**src/rtl/snake_nav_controller.sv**
```systemverilog
// snake_nav_controller
// Front end for the snake-head X/Y position counters. It synchronises and
// edge-detects the four buttons and keeps the current heading, refusing
// 180-degree turns. On every move-rate tick it sends one step pulse and a
// direction level to the counter of the axis being moved.
//
// state      | meaning
// -----------+--------------------------------------------
// HEAD_UP    | heading up    (Y decrements), code 00
// HEAD_RIGHT | heading right (X increments), code 01
// HEAD_DOWN  | heading down  (Y increments), code 10
// HEAD_LEFT  | heading left  (X decrements), code 11
module snake_nav_controller #(
  parameter int TICK_WIDTH = 26,
  parameter int TICK_MAX   = 24999999
) (
  input  logic       CLK,
  input  logic       RESET,
  input  logic       BTN_U,
  input  logic       BTN_D,
  input  logic       BTN_L,
  input  logic       BTN_R,
  input  logic       PAUSE,
  output logic       X_ENABLE,
  output logic       X_DIRECTION,
  output logic       Y_ENABLE,
  output logic       Y_DIRECTION,
  output logic       MOVE_TICK,
  output logic [1:0] DIR_STATE
);

  // Opposite headings differ only in bit 1, so a reversal is "same code
  // with bit 1 flipped".
  typedef enum logic [1:0] {
    HEAD_UP    = 2'b00,
    HEAD_RIGHT = 2'b01,
    HEAD_DOWN  = 2'b10,
    HEAD_LEFT  = 2'b11
  } heading_t;

  // Button vectors are ordered {R, L, D, U}.
  logic [3:0]            r_sync1;
  logic [3:0]            r_sync2;
  logic [3:0]            r_sync3;
  logic [TICK_WIDTH-1:0] r_presc;
  heading_t              r_committed;
  heading_t              r_pending;
  logic                  r_x_enable;
  logic                  r_x_direction;
  logic                  r_y_enable;
  logic                  r_y_direction;
  logic                  r_move_tick;

  logic [3:0] w_btn_raw;
  logic [3:0] w_press;
  logic       w_req_valid;
  heading_t   w_req_dir;
  logic       w_commit;
  heading_t   w_ref;
  heading_t   w_ref_opposite;
  logic       w_accept;

  assign w_btn_raw = {BTN_R, BTN_L, BTN_D, BTN_U};
  assign w_press   = r_sync2 & ~r_sync3;

  // Two-flop synchroniser plus a history flop for rising-edge detection.
  always_ff @(posedge CLK) begin
    if (RESET) begin
      r_sync1 <= '0;
      r_sync2 <= '0;
      r_sync3 <= '0;
    end else begin
      r_sync1 <= w_btn_raw;
      r_sync2 <= r_sync1;
      r_sync3 <= r_sync2;
    end
  end

  // Fixed-priority pick of a single request per cycle: U > D > L > R.
  always_comb begin
    w_req_valid = 1'b0;
    w_req_dir   = HEAD_UP;
    if (w_press[0]) begin
      w_req_valid = 1'b1;
      w_req_dir   = HEAD_UP;
    end else if (w_press[1]) begin
      w_req_valid = 1'b1;
      w_req_dir   = HEAD_DOWN;
    end else if (w_press[2]) begin
      w_req_valid = 1'b1;
      w_req_dir   = HEAD_LEFT;
    end else if (w_press[3]) begin
      w_req_valid = 1'b1;
      w_req_dir   = HEAD_RIGHT;
    end
  end

  // A request is judged against the heading that will be in force after this
  // edge, so two quick turns inside one tick cannot add up to a reversal.
  assign w_commit       = !PAUSE && (r_presc == TICK_WIDTH'(TICK_MAX));
  assign w_ref          = w_commit ? r_pending : r_committed;
  assign w_ref_opposite = heading_t'(w_ref ^ 2'b10);
  assign w_accept       = w_req_valid && (w_req_dir != w_ref) &&
                          (w_req_dir != w_ref_opposite);

  // Heading FSM, move-rate prescaler and registered step outputs.
  always_ff @(posedge CLK) begin
    if (RESET) begin
      r_presc       <= '0;
      r_committed   <= HEAD_RIGHT;
      r_pending     <= HEAD_RIGHT;
      r_x_enable    <= 1'b0;
      r_y_enable    <= 1'b0;
      r_move_tick   <= 1'b0;
      r_x_direction <= 1'b1;
      r_y_direction <= 1'b1;
    end else begin
      r_x_enable  <= 1'b0;
      r_y_enable  <= 1'b0;
      r_move_tick <= 1'b0;
      if (!PAUSE) begin
        r_presc <= w_commit ? '0 : r_presc + TICK_WIDTH'(1);
      end
      if (w_accept) begin
        r_pending <= w_req_dir;
      end
      if (w_commit) begin
        r_committed <= r_pending;
        r_move_tick <= 1'b1;
        if (r_pending == HEAD_LEFT || r_pending == HEAD_RIGHT) begin
          r_x_enable    <= 1'b1;
          r_x_direction <= (r_pending == HEAD_RIGHT);
        end else begin
          r_y_enable    <= 1'b1;
          r_y_direction <= (r_pending == HEAD_DOWN);
        end
      end
    end
  end

  assign X_ENABLE    = r_x_enable;
  assign X_DIRECTION = r_x_direction;
  assign Y_ENABLE    = r_y_enable;
  assign Y_DIRECTION = r_y_direction;
  assign MOVE_TICK   = r_move_tick;
  assign DIR_STATE   = r_committed;

endmodule

```
**config.mk**
```make
export PLATFORM = sky130hd
export DESIGN_NAME = snake_nav_controller
export DESIGN_NICKNAME = d
export VERILOG_FILES = /design/src/rtl/snake_nav_controller.sv
export SDC_FILE = /design/constraint.sdc
export NUM_CORES = 1
export LEC_CHECK = 0
export BUFFER_PORTS_ARGS = -buffer_cell sky130_fd_sc_hd__buf_2
export CORE_MARGIN = 2
export CORE_UTILIZATION = 55
export CTS_BUF_LIST = sky130_fd_sc_hd__clkbuf_4
export DETAILED_ROUTE_END_ITERATION = 10
export PLACE_DENSITY = 0.72
export SYNTH_ARGS = -nofsm -noshare
export SYNTH_HDL_FRONTEND = slang
export SYNTH_SLANG_ARGS = --single-unit
```
**constraint.sdc**
```tcl
create_clock -name CLK -period 2.3 [get_ports CLK]
set_input_delay 0.23 -clock CLK [delete_from_list [all_inputs] [get_ports CLK]]
set_output_delay 0.23 -clock CLK [all_outputs]
set_load 0.01 [all_outputs]
```
# Word-level counts from Yosys, hierarchy flattened
# Cells that the tools add are included.
# word_totals
inputBits,7
output_inout_bits,7
ff_bits,47
word_cells,44
# op_classes
addsub,1
n_mux,13
n_eq_ne,6
n_reduce_logical,8
bitwise,5
# ops
operator,n
adder 26 x 1 -> 26 bit (second input constant),1
== test 26 x 25 -> 1 bit (second input constant),1
2-to-1 mux 26 bit,1
2-to-1 mux 1 bit,8
2-to-1 mux 2 bit,4
AND 4 bit,1
== test 2 bit (second input constant),2
!= test 2 bit,2
inverter 4 bit,1
AND reduction 2 bit,2
logical AND 1 bit,3
inverter 1 bit,3
== test 2 x 1 -> 1 bit (second input constant),1
OR reduction 2 bit,1
logical NOT 1 bit,1
logical OR 1 bit,1

# Longest topological paths before layout
# Gate-level depths: netlist (run 1).
# depth
word_depth,9
mapped_depth,7
ltp_nobuf,6

# Least setup slack after synthesis (run 1)
# Ideal clock, no wire load.
# synth_path
kind,reg-to-reg
start,register r_presc[9]
end,register r_pending[1]
setup_time_ns,0.123
t_arrival_ns,1.693
path_slack_ns,0.483
synth_period_minus_slack_ns,1.817
path_buffers,0
t_required_ns,2.177
stages_incl_launch_ff,7
path_cell_list,dfxtp_1 -> nor4b_1 -> and4b_1 -> nand3_4 -> a21boi_2 -> mux2i_1 -> mux2_1
# synth_between
elab_chain_cells,6
word_cells_on_any_way,8
cone_classes,eq/ne (3); mux (1); bitwise (1); reduce/logical (3)
# synth_rtl
element,line,text
start: declaration,45,logic [TICK_WIDTH-1:0] r_presc;
start signal: assignment,122,r_presc <= w_commit ? '0 : r_presc + TICK_WIDTH'(1);
== test 26 x 25 -> 1 bit (*),100,assign w_commit = !PAUSE && (r_presc == TICK_WIDTH'(TICK_MAX));
logical AND 1 bit (*),100,
2-to-1 mux 2 bit (*),n/a,
!= test 2 bit / inverter 1 bit (equally long branches),n/a,
logical AND 1 bit / != test 2 bit (equally long branches),"103, 104",
logical AND 1 bit (*),103,assign w_accept = w_req_valid && (w_req_dir != w_ref) &&
end signal: assignment,125,r_pending <= w_req_dir;
end: declaration,47,heading_t r_pending;
# Mark *: on every way between the ends. The rest lies on a longest branch, timed or not.
# A chain may end at the register's enable or synchronous reset.

# Final worst setup path (run 1)
# layout_path
start,register r_presc[16]
end,register r_pending[1]
# The elaborated chain is that of the path after synthesis.

==> run summary, run 1 <==
Outcome: finished clean
Width of the die: 62.7 um
Root Buffer: clkbuf_4
Syn Inst Count: 207
Final hold slack: 71.9 ps
Power Dens Cells: 650 nW/um2
Util after Layout: 0.628
Post-CTS Setup Inserts: 0
Worst Tran Pin Value: 400 ps
DRC: 0
Post-DR wirelength/cell: 12.0 um
Initial drt markers: 96
Crit path capture type: flop
Final Max Slew Viols: 0
I/O pin count: 14
Vias in the first global route: 1392
Post-cts sizing count: 0
Leading cell type in the layout, fill and taps excluded: dfxtp_1
Average cell area after synthesis: 9.14 um2
Leakage: 0.778 nW
Vias per inst: 5.29
Cts bufs inserted: 5
Clock slew at reported path FFs: 130 ps
Row count: 21
GRT overflow: 0
HPWL after DPL: 2270 um
Clk_skew: 5.23 ps
Primary FF master, synth: dfxtp_1
CTS Buffer Depth: 2
ANT cells: 0
Worst Path Class, Setup: flop to flop
Peak supply drop: 0.000400 V
Synthesized area: 1890 um2
Slew headroom: 0.733
Post-route ant nets: 0
CP Max Fanout: 9
Upper clock frequency limit: 486 MHz
Min-delay src: BTN_D
Startpoint Class: flop
Hold Path Depth: 2
Initial antenna violation count: 0
Synth warn: 0
Worst EP arrival: 2320 ps
Hold violation total from the final report: 0
Syn nets: 215
Async SR Flop Fraction: 0
Buffers on Ports: 13
Setup_tns: 0 ps
Pre-Repair DR Iteration Count: 4
Final setup violation count: 0
Largest net degree at the start of global routing: 26
Final Cell Area: 2080 um2
Launch point of the worst path: r_presc[16]
CTS tree: done
Die area: 3930 um2
All-Layer GR Usage: 0.187
Reg2reg path depth: 6
Clk sinks: 47
Number of synthesized flops with an enable pin: 0
Max-cap violations: 0
Sequential fraction of the synthesis area: 0.497
Most frequent cells in the layout: dfxtp_1, nor2_1, nand3_1, nor2b_1, buf_2
Place WS: 275 ps
Placed cell area: 2000 um2
RePlAce Congestion: 0.780
Fill count: 313
Initial Utilization: 0.571
FF+latch count, synth: 47
Hold crit path type: input pin to flop
Hold_buf cts: 0
Post-synthesis cell type count: 35
Reg-to-reg startpoint: r_presc[16]
First-pass GRT wire length: 5830 um
Period utilization: 0.895
Layout cells sized above 1: 0.125
Worst skew pair latency: 360 ps
P&R area growth vs syn: 9.92%
Layout Nets: 232
Vias: 1428
Core area: 3310 um2
Routed wire length: 3230 um
Unrepaired setup endpoints after global routing: false
Post-route setup slack: 242 ps
Tmin final: 2060 ps
Die Y: 62.7 um
Req. time, crit path: 2560 ps
H-tree depth: 2
-- logic make-up after synthesis --
logic type      share of synthesized area
simple gates                        0.306
flops                               0.497
xor+xnor                           0.0972
compound gates                     0.0542
buf+inv                            0.0271
mux                                0.0112
fa+ha+maj                         0.00661
-- report_power, final --
part	total, mW	leakage (nW)	switching, mW	internal (mW)
Sequential	0.836	0.381	0.00899	0.827
Clock	0.474	0.0373	0.251	0.223
Combinational	0.0419	0.359	0.0232	0.0187
-- Yosys cell counts (2+ instances only) --
cell type  number  area [um2]
a21oi_1         7        35.0
nand2b_1        2        12.5
buf_2           2        10.0
nor4b_1         2        17.5
xnor2_1        12         105
nand4_1         4        25.0
and2b_1         2        15.0
nor3_1          7        35.0
nand2_1         8        30.0
nor2_1         35         131
nor2b_1        13        81.3
or3_1           6        37.5
dfxtp_1        47         941
xor2_1          9        78.8
nand3_1        15        75.1
and3_1          5        31.3
inv_1           5        18.8
and4b_1         2        20.0
clkbuf_1        3        11.3
o21ai_0         6        30.0
-- registers in the layout, indices dropped and copies added (netlist names) --
name         count
r_pending        2
r_sync2          4
X_ENABLE         1
DIR_STATE        2
X_DIRECTION      1
Y_ENABLE         1
r_sync3          4
MOVE_TICK        1
Y_DIRECTION      1
r_sync1          4
r_presc         26
-- final cells by class --
type                            count  area [um2]  area share
Sequential cell                    47         941       0.452
Multi-Input combinational cell    149         900       0.433
Timing Repair Buffer               16        87.6      0.0421
Tap cell                           46        57.6      0.0277
Clock buffer                        5        37.5      0.0181
Clock inverter                      2        37.5      0.0181
Inverter                            5        18.8     0.00903
-- final timing paths --
kind	slack (ps)	to
setup / recovery	240	r_pending[1]
hold / removal	70	r_sync1[1]
setup reg to reg	240	r_pending[1]
hold reg to reg	460	r_sync2[3]
-- per-layer routing --
| layer | share of wire | global-route usage |
|---|---|---|
| met5 | 0 | 0 |
| met4 | 0.018 | 0.0833 |
| met3 | 0.034 | 0.0432 |
| met2 | 0.49 | 0.335 |
| met1 | 0.46 | 0.210 |
-- per-stage QoR --
step | cells | power [mW]
floorplan | 207 | 0.882
global placement | 263 | 0.894
detailed placement | 263 | 0.896
CTS | 270 | 1.37
global route | 270 | 1.40
finish | 270 | 1.35
-- worst max-delay path, stage by stage, from the launching register on --
cell and delay, ps:
dfxtp_1 430, nor4b_1 270, and4b_1 340, nand3_4 150
a21boi_2 200, mux2i_1 230, mux2_1 340
Note: power is estimated with default switching activity, not from simulation.
==> run 2, diff against run 1 <==
PLACE_DENSITY = 0.74   (was 0.72)
==> run 2 against run 1 <==
  * Maximum frequency up 4.8%
  * Power shrank 6.4%
  * First-iteration DRC count shrank 2.1%
  * Worst setup slack improved by 95 ps
  * Wire length increased by 3.3%
  * Largest power group unchanged
==> run summary, run 2 (same netlist as run 1, synthesis figures left out) <==
Place WS: 329 ps (+53.9 ps)
Max reg flops: 26 (unchanged)
Peak supply drop: 0.000410 V (+2.5%)
CTS Buffer Depth: 2 (unchanged)
Clk_skew: 16.3 ps (+11.0 ps)
Reg-to-reg startpoint: r_presc[0]
Switching Share: 0.239 (+0.0294)
Vias: 1403 (-1.8%)
DRC: 0 (unchanged)
Upper clock frequency limit: 509 MHz (+4.8%)
Power share of the clock group: 0.306 (-0.045)
First-pass GRT wire length: 5820 um (-0.24%)
Hold_buf cts: 0 (unchanged)
Max-cap violations: 0 (unchanged)
Vias per inst: 5.18 (-2.1%)
Worst EP arrival: 2250 ps (-70 ps)
Buffers on Ports: 13 (unchanged)
Outcome: finished clean
All-Layer GR Usage: 0.188 (+0.00149)
Post-CTS Setup Inserts: 0 (unchanged)
Post-cts sizing count: 0 (unchanged)
Leading cell type in the layout, fill and taps excluded: dfxtp_1
Setup_tns: 0 ps (unchanged)
Clk sinks: 47 (unchanged)
Worst Path Class, Setup: flop to flop
Sw power: 0.302 mW (+6.8%)
P&R area growth vs syn: 8.99%
Layout cells sized above 1: 0.124 (-0.000556)
Root Buffer: clkbuf_4
Req. time, crit path: 2590 ps (+30 ps)
R2R setup slack: 340 ps (+90 ps)
HPWL after DPL: 2370 um (+4.6%)
Initial Utilization: 0.571 (unchanged)
Die area: 3930 um2 (unchanged)
Leakage: 0.769 nW (-1.1%)
Initial drt markers: 94 (-2.1%)
Pre-Repair DR Iteration Count: 4 (unchanged)
Routed wire length: 3340 um (+3.3%)
Die Y: 62.7 um (unchanged)
Largest net degree at the start of global routing: 26 (unchanged)
H-tree depth: 2 (unchanged)
Power Dens Cells: 614 nW/um2 (-5.6%)
Worst Tran Pin Value: 400 ps (-0.195 ps)
Initial antenna violation count: 0 (unchanged)
Layout Nets: 232 (unchanged)
Row count: 21 (unchanged)
Period utilization: 0.854 (-0.0413)
Reg2reg end: r_pending[1]
Hold crit path type: input pin to flop
Tmin final: 1960 ps (-95.0 ps)
Gate power share: 0.033 (+0.002)
Largest reg by FF count: r_presc
Most frequent cells in the layout: dfxtp_1, nor2_1, nand3_1, nor2b_1, buf_2
Unrepaired setup endpoints after global routing: false
ANT cells: 0 (unchanged)
Worst skew pair latency: 380 ps (+20 ps)
Width of the die: 62.7 um (unchanged)
Hold violation total from the final report: 0 (unchanged)
Final hold slack: 46.1 ps (-25.7 ps)
Clock slew at reported path FFs: 140 ps (about the same)
CP Max Fanout: 9 (unchanged)
Slew headroom: 0.733 (about the same)
Critical Path End: r_pending[1]
Post-route ant nets: 0 (unchanged)
CTS tree: done
GRT overflow: 0 (unchanged)
Startpoint Class: flop
Final setup violation count: 0 (unchanged)
Core area: 3310 um2 (unchanged)
Post-DR wirelength/cell: 12.3 um (+2.9%)
I/O pin count: 14 (unchanged)
Post-route setup slack: 337 ps (+95.0 ps)
Final Cell Area: 2060 um2 (-0.84%)
Final Max Slew Viols: 0 (unchanged)
Vias in the first global route: 1346 (-3.3%)
Crit path capture type: flop
Seq pwr share: 0.661 (+0.043)
Reg2reg path depth: 6 (unchanged)
Internal power: 0.963 mW (-9.8%)
Launch point of the worst path: r_presc[0]
Placed cell area: 2000 um2 (unchanged)
Cts bufs inserted: 5 (unchanged)
RePlAce Congestion: 0.871 (+12%)
-- run 2: cell count changes in the layout (fill, tap and decap cells not counted), sizes merged --
cell	change
bufinv	-1
clkinv	+2
-- run 2: how the worst min path moves through the flow --
stage          startpoint    endpoint  cells after the start
6_report            BTN_L  r_sync1[2]                      2
5_1_grt             BTN_L  r_sync1[2]                      2
4_1_cts             BTN_L  r_sync1[2]                      2
3_5_place_dp   r_sync1[2]  r_sync2[2]                      1
3_3_place_gp   r_sync1[2]  r_sync2[2]                      1
2_1_floorplan       RESET  r_sync3[3]                      1
-- run 2: power by group through the flow --
stage,Clock (mW),Combinational (mW),Sequential [mW]
detailed placement,0,0.0426,0.854
finish,0.387,0.0423,0.836
CTS,0.392,0.0428,0.836
global route,0.422,0.0476,0.838
global placement,0,0.0407,0.853
floorplan,0,0.0301,0.851
-- run 2: per-layer routing --
layer  up-vias  track usage  wire (um)
met5         -            0          0
met2        22        0.302       1560
met3         9       0.0432        111
li1        726            -          -
met4         0        0.108         88
met1       646        0.232       1580
-- run 2: area by class of cell --
cell class	instances	area, um2
Clock buffer	5	37.5
Clock inverter	3	20.0
Fill cell	303	1250
Inverter	5	18.8
Multi-Input combinational cell	149	900
Sequential cell	47	941
Tap cell	46	57.6
Timing Repair Buffer	16	87.6
-- run 2: stage by stage --
stage,cells,total power [mW],utilization
after global routing,271,1.31,0.623
final,271,1.27,0.623
after global placement,263,0.894,0.605
after floorplan,207,0.882,-
after detailed placement,263,0.897,0.605
after CTS,271,1.27,0.623
-- run 2: worst max-delay path: stages, from the launching register on --
cell	delay, ps
dfxtp_1	450
ha_1	240
and3_1	290
nand3_4	160
a21boi_2	200
mux2i_1	210
mux2_1	330
==> run 3, diff against run 2 <==
==> constraint.sdc (replaced) <==
create_clock -name CLK -period 2.3 [get_ports CLK]
set_input_delay 0.345 -clock CLK [delete_from_list [all_inputs] [get_ports CLK]]
set_output_delay 0.345 -clock CLK [all_outputs]
set_load 0.01 [all_outputs]
==> run 3 against run 2 <==
  * Register-to-register slack worse by 80 ps
  * Utilization up 0.76 points
  * Clock skew down 2.8 ps
  * Sequential power about the same
  * Clock power up 23%
  * Maximum frequency down 4.0%
  * Critical path depth unchanged
  * Design area up 1.2%
==> run summary, run 3 (same netlist as run 1, synthesis figures left out) <==
Post-route ant nets: 0 (unchanged)
Largest net degree at the start of global routing: 26 (unchanged)
Vias per inst: 5.27 (+1.8%)
Delay of the slowest critical-path stage: 370 ps (-80 ps)
ANT cells: 0 (unchanged)
First-pass GRT wire length: 5840 um (+0.36%)
CTS tree: done
Overall power: 1.35 mW (+7.0%)
Vias in the first global route: 1373 (+2.0%)
Post-route setup slack: 255 ps (-81.2 ps)
Power Dens Cells: 649 nW/um2 (+5.7%)
Clock slew at reported path FFs: 130 ps (about the same)
Worst skew pair latency: 370 ps (about the same)
Req. time, crit path: 2570 ps (-20 ps)
Core area: 3310 um2 (unchanged)
Outcome: finished clean
All-Layer GR Usage: 0.188 (about the same)
Placed cell area: 2010 um2 (+0.37%)
Post-cts sizing count: 0 (unchanged)
Launch point of the worst path: r_presc[9]
Tmin final: 2040 ps (+81.2 ps)
Initial Utilization: 0.571 (unchanged)
Upper clock frequency limit: 489 MHz (-4.0%)
Crit path capture type: flop
Unrepaired setup endpoints after global routing: false
Clk sinks: 47 (unchanged)
Post-DR wirelength/cell: 12.1 um (-1.7%)
Leading cell type in the layout, fill and taps excluded: dfxtp_1
Most frequent cells in the layout: dfxtp_1, nor2_1, nand3_1, nor2b_1, buf_2
DRC: 0 (unchanged)
P&R area growth vs syn: 10.3%
Final Cell Area: 2090 um2 (+1.2%)
HPWL after DPL: 2240 um (-5.5%)
Post-CTS Setup Inserts: 0 (unchanged)
Worst path slowest cell: dfxtp_1
Final Max Slew Viols: 0 (unchanged)
Worst EP arrival: 2310 ps (+60 ps)
I/O pin count: 14 (unchanged)
Die area: 3930 um2 (unchanged)
Slew headroom: 0.730 (-0.00335)
Final setup violation count: 0 (unchanged)
H-tree depth: 2 (unchanged)
CP Max Fanout: 9 (unchanged)
Max reg flops: 26 (unchanged)
Layout Nets: 233 (+0.43%)
Vias: 1428 (+1.8%)
Hold violation total from the final report: 0 (unchanged)
Row count: 21 (unchanged)
Fill count: 300 (-0.99%)
Root Buffer: clkbuf_4
Util after Layout: 0.630 (+0.00756)
Initial antenna violation count: 0 (unchanged)
Largest reg by FF count: r_presc
Initial drt markers: 87 (-7.4%)
Min-delay src: BTN_D
Worst Tran Pin Value: 405 ps (+5.02 ps)
Cts bufs inserted: 5 (unchanged)
Place WS: 193 ps (-136 ps)
Hold_buf cts: 0 (unchanged)
Peak supply drop: 0.000447 V (+9.0%)
Clk_skew: 13.5 ps (-2.82 ps)
Period utilization: 0.889 (+0.0353)
Pre-Repair DR Iteration Count: 4 (unchanged)
Startpoint Class: flop
Routed wire length: 3280 um (-1.7%)
GRT overflow: 0 (unchanged)
Setup_tns: 0 ps (unchanged)
Leakage: 0.783 nW (+1.8%)
CTS Buffer Depth: 2 (unchanged)
Die Y: 62.7 um (unchanged)
Max-cap violations: 0 (unchanged)
Hold crit path type: input pin to flop
Worst-path cell chain: nor4b_1 > and4b_1 > nand3_4 > a21boi_2 > mux2i_1 > mux2_1
Layout cells sized above 1: 0.129 (+0.00444)
Buffers on Ports: 13 (unchanged)
RePlAce Congestion: 0.860 (-1.3%)
Width of the die: 62.7 um (unchanged)
Reg-to-reg startpoint: r_presc[9]
Worst Path Class, Setup: flop to flop
[run 3: cell types whose count changed in the layout (fill, tap and decap cells not counted), sizes merged]
| cell | before | now |
|---|---|---|
| buf | 16 | 17 |
| bufinv | 0 | 1 |
| clkinv | 2 | 0 |
[run 3: layout make-up]
class                           count  area (um2)  share of cell area
Timing Repair Buffer               17        95.1              0.0456
Multi-Input combinational cell    149         900               0.431
Sequential cell                    47         941               0.451
Inverter                            5        18.8             0.00899
Tap cell                           46        57.6              0.0276
Clock buffer                        5        37.5              0.0180
Clock inverter                      2        37.5              0.0180
[run 3: power breakdown]
group          internal [mW]  switching, mW  total [mW]
Combinational         0.0188         0.0238      0.0426
Sequential             0.827        0.00845       0.835
Clock                  0.223          0.253       0.476
Total                   1.07          0.285        1.35
[run 3: through the flow]
| stage | cells | hold WS, ps |
|---|---|---|
| 2_1_floorplan | 207 | 414 |
| 3_3_place_gp | 264 | 417 |
| 3_5_place_dp | 264 | 420 |
| 4_1_cts | 271 | 164 |
| 5_1_grt | 271 | 173 |
| 6_report | 271 | 178 |
[run 3: routing by layer]
layer	GRT usage	vias up	part of all wire
met3	0.0432	5	0.030
met2	0.321	29	0.49
met1	0.223	663	0.46
li1	-	731	-
met5	0	-	0
met4	0.0917	0	0.015
[run 3: worst paths after layout]
kind,to,slack (ps),cells after the start
worst min register to register,r_sync2[0],450,1
worst max-delay path,r_pending[1],260,6
worst min-delay path,r_sync1[1],180,2
worst max register to register,r_pending[1],260,6
[run 3: worst max-delay path, delay by kind of cell (launching register included)]
family	cells	cell delay, ps
AO/OA/AOI/OAI	1	200
flip-flops	1	370
multiplexers	2	590
AND/OR/NAND/NOR	3	790
